$ cat config.mk
export PLATFORM = sky130hd
export DESIGN_NAME = pipe_regfile
export DESIGN_NICKNAME = d
export VERILOG_FILES = /design/src/rtl/pipe_regfile_pkg.sv /design/src/rtl/pipe_regfile_rdport.sv /design/src/rtl/pipe_regfile.sv
export SDC_FILE = /design/constraint.sdc
export NUM_CORES = 1
export LEC_CHECK = 0
export BUFFER_PORTS_ARGS = -buffer_cell sky130_fd_sc_hd__buf_2
export CORE_MARGIN = 1.5
export CORE_UTILIZATION = 55
export CTS_CLUSTER_SIZE = 8
export DETAILED_ROUTE_END_ITERATION = 10
export GPL_ROUTABILITY_DRIVEN = 1
export GPL_TIMING_DRIVEN = 0
export PLACE_DENSITY_LB_ADDON = 0.05
export SYNTH_ARGS = -nofsm -noshare
export SYNTH_HDL_FRONTEND = slang
export SYNTH_SLANG_ARGS = --single-unit
$ cat constraint.sdc
create_clock -name CLK -period 3.8 [get_ports CLK]
set_input_delay 0.76 -clock CLK [delete_from_list [all_inputs] [get_ports CLK]]
set_output_delay 0.76 -clock CLK [all_outputs]
set_load 0.02 [all_outputs]
$ cat src/rtl/pipe_regfile_pkg.sv
// Shared definitions for the pipe_regfile register-file block.
// Holds default geometry, the value returned for out-of-range reads,
// and the index-width helper used to size every register index.
package pipe_regfile_pkg;

  localparam int DEF_N_REGS   = 8;
  localparam int DEF_DATA_W   = 16;

  // Operand value captured when a read index has no backing register.
  localparam int OOR_READ_VAL = 0;

  // Index width for a given register count; never narrower than one bit.
  function automatic int idx_width(input int n);
    return (n <= 2) ? 1 : $clog2(n);
  endfunction

endpackage

$ cat src/rtl/pipe_regfile_rdport.sv
// Single decode-stage read port of pipe_regfile.
// Captures an index and its operand each unstalled cycle; while stalled it
// holds both, refreshing the operand when write-back targets the held index.
// Optional macro PIPE_REGFILE_BYPASS_EN forwards same-edge write-back data
// into the operand capture; without it the stale register value is taken.
module pipe_regfile_rdport
  import pipe_regfile_pkg::*;
#(
  parameter int N_REGS = DEF_N_REGS,
  parameter int DATA_W = DEF_DATA_W,
  parameter int IDX_W  = idx_width(DEF_N_REGS)
) (
  input  logic                     clk,
  input  logic                     rst_n,
  input  logic                     stall,
  input  logic [IDX_W-1:0]         idx_in,
  input  logic [N_REGS*DATA_W-1:0] reg_flat,
  input  logic                     wb_wen,
  input  logic [IDX_W-1:0]         wb_n_reg,
  input  logic [DATA_W-1:0]        wb_data,
  output logic [IDX_W-1:0]         idx,
  output logic [DATA_W-1:0]        operand
);

  // Every encodable index gets a slot; slots past N_REGS read as the
  // out-of-range value and are flagged invalid so write-back ignores them.
  localparam int N_SLOTS = 1 << IDX_W;

  logic [DATA_W-1:0]  slot [N_SLOTS];
  logic [N_SLOTS-1:0] slot_valid;
  logic               wb_valid;
  logic [DATA_W-1:0]  rd_data;
  logic [DATA_W-1:0]  capture_data;
  logic [IDX_W-1:0]   idx_reg;
  logic [DATA_W-1:0]  operand_reg;

  generate
    for (genvar gi = 0; gi < N_SLOTS; gi++) begin : g_slot
      if (gi < N_REGS) begin : g_real
        assign slot[gi]       = reg_flat[gi*DATA_W +: DATA_W];
        assign slot_valid[gi] = 1'b1;
      end else begin : g_pad
        assign slot[gi]       = DATA_W'(OOR_READ_VAL);
        assign slot_valid[gi] = 1'b0;
      end
    end
  endgenerate

  assign wb_valid = wb_wen & slot_valid[wb_n_reg];
  assign rd_data  = slot[idx_in];

  // Select what an unstalled edge captures: register value or forwarded WB data.
  always_comb begin
    capture_data = rd_data;
`ifdef PIPE_REGFILE_BYPASS_EN
    if (wb_valid && (wb_n_reg == idx_in)) begin
      capture_data = wb_data;
    end
`endif
  end

  // Index/operand stage: capture when running, hold with WB refresh when stalled.
  always_ff @(posedge clk or negedge rst_n) begin
    if (!rst_n) begin
      idx_reg     <= '0;
      operand_reg <= '0;
    end else if (!stall) begin
      idx_reg     <= idx_in;
      operand_reg <= capture_data;
    end else if (wb_valid && (wb_n_reg == idx_reg)) begin
      operand_reg <= wb_data;
    end
  end

  assign idx     = idx_reg;
  assign operand = operand_reg;

endmodule

$ cat src/rtl/pipe_regfile.sv
// pipe_regfile: parametrised register file with two registered decode-stage
// read ports, a write-back port, a one-cycle-delayed destination index and a
// flattened view of all registers.
// Optional macro PIPE_REGFILE_BYPASS_EN enables write-to-read forwarding in
// both read ports (see pipe_regfile_rdport).
module pipe_regfile
  import pipe_regfile_pkg::*;
#(
  parameter int                N_REGS    = DEF_N_REGS,
  parameter int                DATA_W    = DEF_DATA_W,
  parameter logic [DATA_W-1:0] RESET_VAL = '0,
  localparam int               IDX_W     = idx_width(N_REGS)
) (
  input  logic                     CLK,
  input  logic                     RESET_N,
  input  logic [IDX_W-1:0]         N_REG_A_IN,
  input  logic [IDX_W-1:0]         N_REG_B_IN,
  input  logic                     STALL,
  input  logic                     WB_WEN,
  input  logic [IDX_W-1:0]         WB_N_REG,
  input  logic [DATA_W-1:0]        WB_DATA,
  output logic [IDX_W-1:0]         N_REG_A,
  output logic [DATA_W-1:0]        REG_A,
  output logic [DATA_W-1:0]        REG_B,
  output logic [IDX_W-1:0]         N_REG_A_DLY,
  output logic [N_REGS*DATA_W-1:0] REG_FLAT
);

  logic [IDX_W-1:0] n_reg_b_unused;
  logic [IDX_W-1:0] n_reg_a_dly_reg;

  // One storage register per architectural index; an index with no
  // matching register simply never enables any write.
  generate
    for (genvar gi = 0; gi < N_REGS; gi++) begin : g_reg
      logic [DATA_W-1:0] q_reg;

      // Write-back into this register when its index is addressed.
      always_ff @(posedge CLK or negedge RESET_N) begin
        if (!RESET_N) begin
          q_reg <= RESET_VAL;
        end else if (WB_WEN && (WB_N_REG == IDX_W'(gi))) begin
          q_reg <= WB_DATA;
        end
      end

      assign REG_FLAT[gi*DATA_W +: DATA_W] = q_reg;
    end
  endgenerate

  pipe_regfile_rdport #(
    .N_REGS (N_REGS),
    .DATA_W (DATA_W),
    .IDX_W  (IDX_W)
  ) u_port_a (
    .clk      (CLK),
    .rst_n    (RESET_N),
    .stall    (STALL),
    .idx_in   (N_REG_A_IN),
    .reg_flat (REG_FLAT),
    .wb_wen   (WB_WEN),
    .wb_n_reg (WB_N_REG),
    .wb_data  (WB_DATA),
    .idx      (N_REG_A),
    .operand  (REG_A)
  );

  pipe_regfile_rdport #(
    .N_REGS (N_REGS),
    .DATA_W (DATA_W),
    .IDX_W  (IDX_W)
  ) u_port_b (
    .clk      (CLK),
    .rst_n    (RESET_N),
    .stall    (STALL),
    .idx_in   (N_REG_B_IN),
    .reg_flat (REG_FLAT),
    .wb_wen   (WB_WEN),
    .wb_n_reg (WB_N_REG),
    .wb_data  (WB_DATA),
    .idx      (n_reg_b_unused),
    .operand  (REG_B)
  );

  // EX-to-WB destination index delay; frozen together with the decode stage.
  always_ff @(posedge CLK or negedge RESET_N) begin
    if (!RESET_N) begin
      n_reg_a_dly_reg <= '0;
    end else if (!STALL) begin
      n_reg_a_dly_reg <= N_REG_A;
    end
  end

  assign N_REG_A_DLY = n_reg_a_dly_reg;

endmodule

==> results.yml <==
worst_setup_path:
  rr_worst_depth: 4
  start_kind: "input pin"
  cp_data_arrival_time_ps: 2450
  crit_required_ps: 4130
  slowest_delay_ps: 610
  r2r_setup_slack_ps: 2050
  path_cells: "buf_2 -> buf_2 -> nor2_1 -> clkbuf_1 -> nand2_1 -> a32oi_1"
  r2r-end: "u_port_b.operand[4]"
  cpMostUsedCell: "buf_2"
  worst-setup-path-type: "in2reg"
  cp_slowest_cell: "clkbuf_1"
  r2r-start: "u_port_b.idx[0]"
  end_kind: "flip-flop"
  cp_max_fo: 10
grt:
  antenna_found_initial: 0
  track_usage_pct: 32.26
  grt_overflow: 0
  grt_max_degree: 100
  first_global_vias: 6278
  grt_pass1_wl_mm: 37.91
placement:
  gp_congestion: 0.8654
  hpwl_mm: 17.19
  io_buffers: 181
  dp.cells: 944
die:
  die_h_microns: 127.9
  placementRows: 45
  start_util_pct: 56.44
  num_io_pins: 195
  fp.dieArea_sq_mm: 0.01636
  core_area_sq_mm: 0.01520
  die_w_microns: 127.9
cts:
  cts_made_buffers: 17
  clkLatencyLatePin_ps: 430
  cts_resized: 0
  cts_root_buffer: "clkbuf_16"
  cts_sinks: 169
  cts_setup_buffers: 0
  clk_pin_slew_worst_paths_ps: 70
  cts_max_level: 4
  cts_tree: "built"
  clk_path_buf_depth: 2
  hold_buffers: 0
logic_synthesis:
  synthArstFlopShare_pct: 100.0
  ys_ff_latch: 169
  yosysSeqAreaShare_pct: 49.29
  netlist_instances: 574
  muxShareOfSynthArea_pct: 35.20
  synth_nets: 603
  synth_xor_xnor_area_share_pct: 0.6125
  synth_top_family_by_area: "multiplexers"
  yosys.area_share.simple_pct: 4.302
  synth.distinct_cells: 35
  synth_ff_type: "dfrtp_1"
  synth_fa_ha_area_share_pct: 0
  synth_compound_area_share_pct: 6.081
  synth_edf_count: 0
  yosys_warnings: 0
  mappedNetlistArea_sq_mm: 0.008579
  syn-mean-instance-area_sq_um: 14.95
sta:
  setup_viol: 0
  rsz0062_at_grt: "no"
  max_freq_mhz: 472.1
  skew_ps: 13.03
  fin_crit_sh_pct: 55.74
  finalHoldViolations: 0
  worstMarginPinSlew_ps: 868.9
  finalCriticalPeriod_ps: 2118
  maxSlewHeadroom_pct: 41.76
  slew_violations: 0
final_layout:
  final_cell_mix: "buf_2, dfrtp_1, mux2_2"
  antenna_cells: 0
  final_common_cell: "buf_2"
  fin_nets: 804
  area_growth_pct: 20.18
  fill_cells: 1132
  largest_reg_flops: 128
  layoutNonFillerInstCount: 976
  drive_above_1_share_pct: 55.08
worst_hold_path:
  hold_path_class: "in2async"
route:
  first_pass_iters: 5
  antenna_left: 0
  drt_iter0_markers: 565
  postRouteWirelength_mm: 25.42
  dr_total_vias: 6292
  drc: 0
  routed_via_density: 6.447
  wire_per_inst_microns: 26.04
power_and_ir_drop:
  power_frac_comb_pct: 30.9
  ir_drop_v: 0.0003786
  p_leak_nw: 4.688
  power.total_mw: 6.040
  p_clk_share_pct: 27.3
  pwr-share-seq_pct: 41.7
  p_sw_mw: 2.071
  powerDensity_mw_per_mm2: 585.7
  netSwitchingFraction_pct: 34.29
  power.internal_mw: 3.969
run_status:
  status: "complete, no violations"
flow_run:
  maxCapViolCount: 0
## critical path, delay by kind of cell
| kind | cells | cell delay [ps] |
|---|---|---|
| AND/OR/NAND/NOR | 2 | 470 |
| AO/OA/AOI/OAI | 1 | 280 |
| buffers and inverters | 3 | 940 |
## per-stage QoR
step | cell area, sq um | hold slack [ps] | TNS [ps] | util [%] | worst slack [ps]
after global placement | 9721 | 483.4 | -91890 | 63.94 | -554.1
after CTS | 10310 | 300.8 | 0 | 67.83 | 1722
after global routing | 10310 | 318.2 | 0 | 67.83 | 1669
after detailed placement | 9758 | 488.1 | 0 | 64.19 | 1288
after floorplan | 8579 | 464.4 | 0 | - | 1769
final | 10310 | 280.6 | 0 | 67.83 | 1682
## Yosys cell counts (2+ instances only)
cell type | count | area, sq um
buf_1 | 2 | 7.510
mux4_1 | 17 | 446.7
clkbuf_1 | 9 | 33.78
nand2_1 | 31 | 116.4
a32oi_1 | 11 | 96.34
nor2_1 | 18 | 67.56
buf_2 | 19 | 95.09
xnor2_1 | 6 | 52.55
mux4_2 | 47 | 1059
mux2_2 | 131 | 1475
buf_12 | 2 | 40.04
nor3b_4 | 2 | 37.54
a21o_1 | 2 | 15.01
inv_1 | 14 | 52.55
buf_4 | 4 | 30.03
a211oi_1 | 4 | 30.03
dfrtp_1 | 169 | 4229
mux2i_1 | 4 | 40.04
o21ai_0 | 4 | 20.02
a22oi_1 | 17 | 127.6
nor2b_1 | 7 | 43.79
buf_6 | 10 | 112.6
a21oi_1 | 16 | 80.08
nand4b_2 | 3 | 45.04
a31oi_1 | 15 | 93.84
## per-layer routing
| metal | up-vias | global-route usage, % | wire [microns] |
|---|---|---|---|
| met5 | - | 0 | 0 |
| met4 | 0 | 12.56 | 787 |
| met3 | 64 | 10.35 | 2339 |
| met2 | 364 | 48.86 | 11870 |
| met1 | 3254 | 43.83 | 10420 |
| li1 | 2610 | - | - |
## logic make-up (layout without fill, tap and decap cells)
logic type | Yosys count | in the layout
compound gates | 73 | 73
flops | 169 | 169
buf+inv | 61 | 275
xor+xnor | 6 | 6
simple gates | 66 | 66
mux | 199 | 199
## power by group through the flow
stage	logic (mW)	clock network (mW)	registers, mW
after floorplan	0.786	0	2.92
after global placement	1.83	0	2.50
after detailed placement	1.87	0	2.54
after CTS	1.88	1.66	2.51
after global routing	1.98	1.75	2.57
final	1.87	1.65	2.52
## layout make-up
cell class	count	area (sq um)	share of cell area, %
inverters	14	52.55	0.5096
clock inverters	7	67.56	0.6553
plain buffers	47	334.1	3.240
repair buffers	182	943.4	9.149
multi-input cells	344	3964	38.44
clock buffers	25	485.5	4.708
flip-flops and latches	169	4229	41.01
well taps	188	235.2	2.281
## how the worst max path moves through the flow
| stage | start | slack, ps | depth (start not counted) | to |
|---|---|---|---|---|
| after global routing | STALL | 1670 | 6 | u_port_b.operand[4] |
| after floorplan | N_REG_B_IN[0] | 1770 | 5 | u_port_b.operand[11] |
| after CTS | WB_WEN | 1720 | 5 | g_reg[4].q_reg[5] |
| after detailed placement | WB_WEN | 1290 | 5 | g_reg[4].q_reg[5] |
| final | STALL | 1680 | 6 | u_port_a.operand[5] |
| after global placement | RESET_N | -550 | 1 | g_reg[4].q_reg[5] |
(Power assumes the default switching activity.)
